--- src/rtl/ps2_key_decoder.sv ---
// PS/2 scan code set 2 byte sequencer: folds E0/F0 prefixes, collapses Pause,
// drops status bytes and queues key events in a show-ahead FIFO.
module ps2_key_decoder #(
    parameter int FIFO_DEPTH     = 8,
    parameter int TIMEOUT_CYCLES = 24000,
    parameter int TIMEOUT_W      = 16
) (
    input  logic                          clk,
    input  logic                          rst_n,
    input  logic [7:0]                    rx_data,
    input  logic                          rx_ready,
    output logic                          ev_valid,
    output logic [7:0]                    ev_code,
    output logic                          ev_ext,
    output logic                          ev_break,
    input  logic                          ev_ready,
    output logic [$clog2(FIFO_DEPTH):0]   fifo_count,
    output logic                          overflow,
    input  logic                          ovf_clr
);

    localparam int AW = $clog2(FIFO_DEPTH);
    localparam int CW = AW + 1;
    localparam logic [TIMEOUT_W-1:0] TMO_LAST = TIMEOUT_W'(TIMEOUT_CYCLES - 1);
    localparam logic [CW-1:0] FULL_CNT = CW'(FIFO_DEPTH);

    typedef enum logic [2:0] {
        S_IDLE,
        S_EXT,
        S_BRK,
        S_EXTBRK,
        S_PAUSE
    } state_t;

    state_t                 state, state_nx;
    logic [2:0]             skip, skip_nx;
    logic [TIMEOUT_W-1:0]   tmo, tmo_nx;
    logic                   rdy_q;
    logic                   stb;

    logic                   push;
    logic [7:0]             push_code;
    logic                   push_ext;
    logic                   push_brk;

    logic [9:0]             mem [FIFO_DEPTH];
    logic [AW-1:0]          rd_ptr;
    logic [AW-1:0]          wr_ptr;
    logic [CW-1:0]          count;
    logic                   pop;
    logic                   full;
    logic                   wr_ok;

    function automatic logic is_status(input logic [7:0] b);
        return (b == 8'hFA) || (b == 8'hAA) || (b == 8'hEE) ||
               (b == 8'hFE) || (b == 8'hFC) || (b == 8'h00) ||
               (b == 8'hFF);
    endfunction

    assign stb = rx_ready & ~rdy_q;

    always_ff @(posedge clk or negedge rst_n) begin
        if (!rst_n) begin
            state <= S_IDLE;
            skip  <= '0;
            tmo   <= '0;
            rdy_q <= 1'b1;
        end else begin
            state <= state_nx;
            skip  <= skip_nx;
            tmo   <= tmo_nx;
            rdy_q <= rx_ready;
        end
    end

    always_comb begin
        state_nx  = state;
        skip_nx   = skip;
        tmo_nx    = '0;
        push      = 1'b0;
        push_code = rx_data;
        push_ext  = 1'b0;
        push_brk  = 1'b0;
        if (stb) begin
            unique case (state)
                S_IDLE: begin
                    if (rx_data == 8'hE0) begin
                        state_nx = S_EXT;
                    end else if (rx_data == 8'hF0) begin
                        state_nx = S_BRK;
                    end else if (rx_data == 8'hE1) begin
                        state_nx = S_PAUSE;
                        skip_nx  = 3'd7;
                    end else if (!is_status(rx_data)) begin
                        push = 1'b1;
                    end
                end
                S_EXT: begin
                    if (rx_data == 8'hF0) begin
                        state_nx = S_EXTBRK;
                    end else if (rx_data == 8'h12) begin
                        state_nx = S_IDLE;
                    end else if (rx_data != 8'hE0) begin
                        push     = 1'b1;
                        push_ext = 1'b1;
                        state_nx = S_IDLE;
                    end
                end
                S_BRK: begin
                    push     = 1'b1;
                    push_brk = 1'b1;
                    state_nx = S_IDLE;
                end
                S_EXTBRK: begin
                    push     = (rx_data != 8'h12);
                    push_ext = 1'b1;
                    push_brk = 1'b1;
                    state_nx = S_IDLE;
                end
                S_PAUSE: begin
                    // Pause carries no break code; report it as one extended make
                    if (skip == 3'd1) begin
                        push      = 1'b1;
                        push_code = 8'hE1;
                        push_ext  = 1'b1;
                        state_nx  = S_IDLE;
                    end
                    skip_nx = skip - 3'd1;
                end
                default: state_nx = S_IDLE;
            endcase
        end else if (state != S_IDLE) begin
            if (tmo == TMO_LAST) begin
                state_nx = S_IDLE;
            end else begin
                tmo_nx = tmo + 1'b1;
            end
        end
    end

    assign full     = (count == FULL_CNT);
    assign ev_valid = (count != '0);
    assign pop      = ev_valid & ev_ready;
    assign wr_ok    = push & (~full | pop);

    always_ff @(posedge clk) begin
        if (wr_ok) begin
            mem[wr_ptr] <= {push_code, push_ext, push_brk};
        end
    end

    always_ff @(posedge clk or negedge rst_n) begin
        if (!rst_n) begin
            rd_ptr   <= '0;
            wr_ptr   <= '0;
            count    <= '0;
            overflow <= 1'b0;
        end else begin
            if (wr_ok) begin
                wr_ptr <= wr_ptr + 1'b1;
            end
            if (pop) begin
                rd_ptr <= rd_ptr + 1'b1;
            end
            if (wr_ok && !pop) begin
                count <= count + 1'b1;
            end else if (!wr_ok && pop) begin
                count <= count - 1'b1;
            end
            if (push && full && !pop) begin
                overflow <= 1'b1;
            end else if (ovf_clr) begin
                overflow <= 1'b0;
            end
        end
    end

    assign {ev_code, ev_ext, ev_break} = mem[rd_ptr];
    assign fifo_count = count;

endmodule

--- config.mk ---
export PLATFORM = sky130hd
export DESIGN_NAME = ps2_key_decoder
export DESIGN_NICKNAME = d
export VERILOG_FILES = /design/src/rtl/ps2_key_decoder.sv
export SDC_FILE = /design/constraint.sdc
export NUM_CORES = 1
export LEC_CHECK = 0
export ABC_CLOCK_PERIOD_IN_PS = 3500
export CAP_MARGIN = 20
export CELL_PAD_IN_SITES_DETAIL_PLACEMENT = 0
export CELL_PAD_IN_SITES_GLOBAL_PLACEMENT = 1
export CORE_ASPECT_RATIO = 2
export CORE_MARGIN = 2
export CORE_UTILIZATION = 52
export CTS_BUF_LIST = sky130_fd_sc_hd__clkbuf_8
export DETAILED_ROUTE_END_ITERATION = 8
export PLACE_DENSITY_LB_ADDON = 0.1
export SYNTH_ARGS = -nofsm -noshare
export SYNTH_HDL_FRONTEND = slang
export SYNTH_SLANG_ARGS = --single-unit
--- constraint.sdc ---
create_clock -name clk -period 3.5 [get_ports clk]
set_clock_uncertainty 0.1 [all_clocks]
set_input_delay 0.7 -clock clk [delete_from_list [all_inputs] [get_ports clk]]
set_output_delay 0.7 -clock clk [all_outputs]
set_load 0.05 [all_outputs]
Yosys cells after proc, flatten, opt, wreduce, memory -nomap -nowiden. Memories as Yosys holds them, arrays and structs flattened. Index checks and enable logic that the tools add are counted.

Flip-flop bits (word level): 34. Bits in writable memories: 80. Input bits: 13. Output and inout bits: 16. Logic and storage cells: 111. Memories: 1.

Memory list: mem (words 8, width 10, rd ports 1, clocked after memory_dff 0, write ports 1, line 46) `logic [9:0] mem [FIFO_DEPTH];`.

Add/sub/neg operators: 6. Equality and inequality tests: 25. Muxes and demuxes: 41. Bitwise operators: 6. Reductions and logical operators: 24.

Operator list (count): $eq A8 B8 Y1 const B (9); $mux W16 (3); $mux W3 (13); $mux W8 (3); $add A16 B1 Y16 const B (1); $eq A16 B15 Y1 const B (1); $mux W1 (16); $ne A5 B5 Y1 const B (2); $reduce_and A5 Y1 (2); $reduce_bool A2 Y1 (5); $pmux W3 S3 (1); $eq A8 B5 Y1 const B (1); $logic_not A8 Y1 (1); $mux W4 (2); $ne A8 B5 Y1 const B (1); $ne A8 B8 Y1 const B (1); $add A3 B1 Y3 const B (2); $eq A3 B1 Y1 const B (2); $eq A3 B2 Y1 const B (2); $logic_or A1 B1 Y1 (6); $ne A2 B2 Y1 const B (3); $pmux W3 S2 (1); $pmux W1 S5 (1); $add A4 B1 Y4 const B (1); other kinds (15) (22).

Depth between registers and ports, before layout.
Depth in word-level cells: 18. Mapped depth: 16.

Worst setup path after synthesis. OpenSTA, ideal clock, no wires.

Kind: input to register. Start point: input port rx_data[4]. End point: register count[3] (netlist: fifo_count[3]). Setup time: 0.145 ns. Arrival time: 2.973 ns. Path slack: 0.282 ns. Cell stages on the path: 15. Buffers on the path: 2. Cells stage by stage: buf_6 > or3_1 > o22ai_1 > a2111oi_4 > a2bb2oi_2 > buf_6 > inv_2 > ha_1 > inv_1 > ha_1 > a21o_1 > a21oi_1 > xnor2_1 > nor2_1 > xor2_1.

Longest elaborated chain between the ends: 17. Elaborated cells on any way between the ends: 34. Those cells by class: eq/ne: 12; mux: 10; bitwise: 1; reduce/logical: 11.

Ends and longest elaborated chain: from (decl) (line 10) `input logic [7:0] rx_data,`; $eq A8 B8 Y1 (line 55) `return (b == 8'hFA) || (b == 8'hAA) || (b == 8'hEE) ||`; $logic_or A1 B1 Y1 (3 in series) (line 55); $logic_or A1 B1 Y1 (3 in series) (line 56) `(b == 8'hFE) || (b == 8'hFC) || (b == 8'h00) ||`; $mux W1 (line 94) `end else if (!is_status(rx_data)) begin`; $mux W1 (line 91) `end else if (rx_data == 8'hE1) begin`; $mux W1 (line 89) `end else if (rx_data == 8'hF0) begin`; $mux W1 (line 87) `if (rx_data == 8'hE0) begin`; $pmux W1 S5 * (line 85) `unique case (state)`; $mux W1 * (line 84) `if (stb) begin`; $and A1 B1 Y1 * (line 144) `assign wr_ok = push & (~full | pop);`; net wr_ok (line 52) `logic wr_ok;`; $logic_not A1 Y1 (line 167) `end else if (!wr_ok && pop) begin`; $logic_and A1 B1 Y1 (line 167); $reduce_bool A2 Y1 (no source line); to (signal assigned) (line 166) `count <= count + 1'b1;`; to (signal assigned) (line 168) `count <= count - 1'b1;`; to (decl) (line 49) `logic [CW-1:0] count;`.

The timed path passes the listed nets; every way through them passes the cells marked *. A chain may end at the register's enable or synchronous reset.

Worst setup path in the final report.
Start point: input port rx_data[5]. End point: register count[3] (netlist: fifo_count[3]).

Same word-level chain as after synthesis.

==> qor.json <==
{
  "cts.htree.levels": {"value": 4},
  "grt_pass1_vias": {"value": 3224},
  "synth_fa_ha_area_frac": {"value": 0.0233},
  "drive_gt1_frac": {"value": 0.305},
  "synth_xor_xnor_area_share": {"value": 0.0390},
  "floorplan.initialDensity": {"value": 0.532},
  "io_buffer_count": {"value": 28},
  "synth-warning-count": {"value": 0},
  "synth_top_cells_by_area": {"value": "sky130_fd_sc_hd__edfxtp_1 47%, sky130_fd_sc_hd__dfrtp_1 16%, sky130_fd_sc_hd__mux4_2 8.7%, sky130_fd_sc_hd__mux2_2 2.6%, sky130_fd_sc_hd__nor2_1 2.0%"},
  "finalCritPeriodShare": {"value": 0.909},
  "reg2reg_to": {"value": "fifo_count[3]"},
  "combinational_family_with_the_most_area_after_synthesis": {"value": "multiplexers"},
  "finalWeightedCongestion": {"value": 0.859},
  "status": {"value": "complete, no violations"},
  "global_route_wire_length_before_repair": {"value": 16200, "unit": "um"},
  "hold_crit_path_type": {"value": "reg -> reg"},
  "post_synth.cell_area_avg": {"value": 15.1, "unit": "um2"},
  "cts-buffers-inserted": {"value": 17},
  "overflow": {"value": 0},
  "final_core_util": {"value": 0.632},
  "cts_root_buf": {"value": "sky130_fd_sc_hd__clkbuf_8"},
  "setup_crit_start_kind": {"value": "input port"},
  "netlist.top_cell.by_area": {"value": "sky130_fd_sc_hd__edfxtp_1"},
  "critical_path_required": {"value": 3690, "unit": "ps"},
  "p_seq_frac": {"value": 0.389},
  "asyncSetResetFlopFracSynth": {"value": 0.298},
  "r2r.worst_path.cells": {"value": 13},
  "postRouteAntennaNets": {"value": 0},
  "cts.sinks": {"value": 114},
  "critical-path-slowest-cell": {"value": "sky130_fd_sc_hd__clkdlybuf4s50_1"},
  "clock_power_share": {"value": 0.262},
  "synthCells": {"value": 341},
  "synth_compound_area_frac": {"value": 0.0543},
  "placed_cell_area": {"value": 5740, "unit": "um2"},
  "crit_path_max_incr_delay": {"value": 460, "unit": "ps"},
  "fin_nets": {"value": 428},
  "boundaryPins": {"value": 29},
  "synth_largest_type_area_fraction": {"value": 0.465},
  "timing_max_transition_violations_final": {"value": 0},
  "wl_per_cell": {"value": 18.2, "unit": "um"},
  "post_synth_most_frequent_cells": {"value": "80 x sky130_fd_sc_hd__edfxtp_1, 33 x sky130_fd_sc_hd__dfrtp_1, 28 x sky130_fd_sc_hd__nor2_1"},
  "dp_hpwl": {"value": 7020, "unit": "um"},
  "worst-r2r-setup-slack": {"value": 570, "unit": "ps"},
  "cts_setup_buffers": {"value": 0},
  "setup-violations-final": {"value": 0},
  "final_period_minus_worst_setup_slack": {"value": 3180, "unit": "ps"},
  "cts_tree": {"value": "built"},
  "power_density": {"value": 727, "unit": "nW/um2"},
  "synth.net_count": {"value": 363},
  "global_route.usage.total": {"value": 0.205},
  "crit_end": {"value": "fifo_count[3]"},
  "antenna_found_initial": {"value": 0},
  "floorplan.die_area": {"value": 10800, "unit": "um2"},
  "relSlewSlack": {"value": 0.449},
  "crit_start": {"value": "rx_data[5]"},
  "syn_area": {"value": 5160, "unit": "um2"},
  "max_clock_freq": {"value": 314, "unit": "MHz"},
  "proportion_of_power_drawn_by_combinational_gates": {"value": 0.349},
  "synth.yosys.seq_area_share": {"value": 0.630},
  "holdBufCountCts": {"value": 0},
  "worst_setup_ep_type": {"value": "flop"},
  "path_clk_slew": {"value": 70, "unit": "ps"},
  "postSynthRegisterBits": {"value": 114},
  "power_leakage": {"value": 2.21, "unit": "nW"},
  "clock_tree.buffer_depth": {"value": 2},
  "yosys.cell_types.count": {"value": 61},
  "areaGrowthSynthToFinish": {"value": 18.7, "unit": "%"},
  "critical-path-top-cell-by-count": {"value": "sky130_fd_sc_hd__ha_1"},
  "hold_ws": {"value": 352, "unit": "ps"},
  "post_cts_resize_count": {"value": 0},
  "finalPower": {"value": 0.00445, "unit": "W"},
  "switching_share": {"value": 0.339},
  "vias": {"value": 3014},
  "vdd_ir_drop_max": {"value": 0.408, "unit": "mV"},
  "drt_drc_violations_left": {"value": 0},
  "via_per_inst": {"value": 5.47},
  "final_wirelength": {"value": 10000, "unit": "um"},
  "layout.cells.non_filler": {"value": 551},
  "detailedRoute.firstIterationViolations": {"value": 124},
  "clock_latency": {"value": 410, "unit": "ps"},
  "drt_first_pass_iters": {"value": 4},
  "pin_count_of_the_biggest_net_entering_global_routing": {"value": 35},
  "synth_enable_flop_cells": {"value": 80},
  "rows": {"value": 51},
  "synth_most_common_cell": {"value": "sky130_fd_sc_hd__edfxtp_1"},
  "maxCapViolations": {"value": 0},
  "total_switching_power": {"value": 0.00151, "unit": "W"},
  "post-place-cells": {"value": 519},
  "setup.worst_path.class": {"value": "in -> reg"},
  "final_area": {"value": 6130, "unit": "um2"},
  "reg2reg_from": {"value": "state[1]"},
  "grt_setup_unrepaired": {"value": "no"},
  "finalHoldViolations": {"value": 0},
  "die_x": {"value": 74.5, "unit": "um"},
  "dominantRegCellSynth": {"value": "sky130_fd_sc_hd__edfxtp_1"},
  "simple_gate_share_of_the_synthesized_area": {"value": 0.113},
  "cp_cell_sequence": {"value": "clkdlybuf4s50_1 > or3_1 > o22ai_1 > a2111oi_4 > a2bb2oi_2 > inv_2 > ha_1 > inv_1 > ha_1 > a21o_1 > a21oi_1 > xnor2_1 > nor2_1 > xor2_1"},
  "worstMarginPinSlew": {"value": 817, "unit": "ps"},
  "p_int": {"value": 0.00294, "unit": "W"},
  "fp.coreArea": {"value": 9700, "unit": "um2"},
  "diodes": {"value": 0},
  "crit_arrival": {"value": 3380, "unit": "ps"},
  "die_h": {"value": 145, "unit": "um"},
  "synth_mux_area_frac": {"value": 0.116},
  "critical_path.max_fanout": {"value": 3}
}
==> cell usage in the layout, fill, tap and decap left out, types with 4 or more instances in the layout <==
master	count
sky130_fd_sc_hd__nand3_1	8
sky130_fd_sc_hd__nand4_1	6
sky130_fd_sc_hd__or2_2	7
sky130_fd_sc_hd__ha_1	8
sky130_fd_sc_hd__nor2b_1	5
sky130_fd_sc_hd__xnor2_1	11
sky130_fd_sc_hd__clkbuf_8	17
sky130_fd_sc_hd__clkdlybuf4s50_1	18
sky130_fd_sc_hd__dfrtp_1	33
sky130_fd_sc_hd__edfxtp_1	80
sky130_fd_sc_hd__nor3_1	10
sky130_fd_sc_hd__mux4_2	20
sky130_fd_sc_hd__mux2_2	12
sky130_fd_sc_hd__nor4_2	4
sky130_fd_sc_hd__buf_4	44
sky130_fd_sc_hd__clkinv_2	5
sky130_fd_sc_hd__xor2_1	12
sky130_fd_sc_hd__nor2_1	28
sky130_fd_sc_hd__inv_1	10
sky130_fd_sc_hd__nand2_1	16
==> cells by family after synthesis <==
| group | count (synthesis) |
|---|---|
| AO/OA/AOI/OAI | 33 |
| adder cells (fa/ha/maj) | 9 |
| AND/OR/NAND/NOR | 104 |
| flip-flops | 114 |
| buffers and inverters | 25 |
| XOR/XNOR | 23 |
| multiplexers | 33 |
==> state kept, by name, summed over array words and instances, names as in the netlist <==
register    flops
fifo_count      4
mem            80
overflow        1
rd_ptr          3
rdy_q           1
skip            3
state           3
tmo            16
wr_ptr          3
==> layer usage <==
metal / vias up / share of wire / routed length (um) / track usage
met1: 1520 / 0.37 / 3680 / 0.217
met4: 0 / 0.013 / 134 / 0.0714
li1: 1432 / - / - / -
met3: 10 / 0.030 / 304 / 0.0542
met2: 52 / 0.59 / 5890 / 0.372
met5: - / 0 / 0 / 0
==> worst max-delay path: cells and delay by family <==
| kind | cells | cell delay [ps] |
|---|---|---|
| compound gates | 5 | 900 |
| xor+xnor | 2 | 280 |
| fa+ha+maj | 2 | 400 |
| buf+inv | 3 | 570 |
| simple gates | 2 | 510 |
==> per-stage QoR <==
step                setup slack, ps  setup TNS, ps
global placement              -82.1          -82.1
detailed placement             -101           -101
floorplan                       282              0
finish                          317              0
global route                    107              0
CTS                             316              0
==> worst min path at each step <==
stage	start	endpoint	slack [ps]	cells past startpoint
final	tmo[0]	tmo[0]	350	1
after global routing	tmo[0]	tmo[0]	410	1
after global placement	tmo[0]	tmo[0]	340	1
after floorplan	rst_n	fifo_count[0]	300	0
after CTS	tmo[0]	tmo[0]	360	1
after detailed placement	tmo[0]	tmo[0]	350	1
==> layout make-up <==
type / instances / area (um2)
well taps: 132 / 165
multi-input cells: 202 / 1780
inverters: 9 / 33.8
flip-flops and latches: 114 / 3250
clock buffers: 17 / 234
clock inverters: 15 / 150
repair buffers: 62 / 510
fillers: 765 / 3570
==> power by group through the flow <==
stage               Combinational [W]  Clock [W]  Sequential, W
floorplan                     0.00113          0        0.00178
global placement              0.00156          0        0.00176
detailed placement            0.00158          0        0.00177
CTS                           0.00158    0.00120        0.00174
global route                  0.00167    0.00125        0.00176
finish                        0.00155    0.00117        0.00173
(Power assumes the default switching activity.)
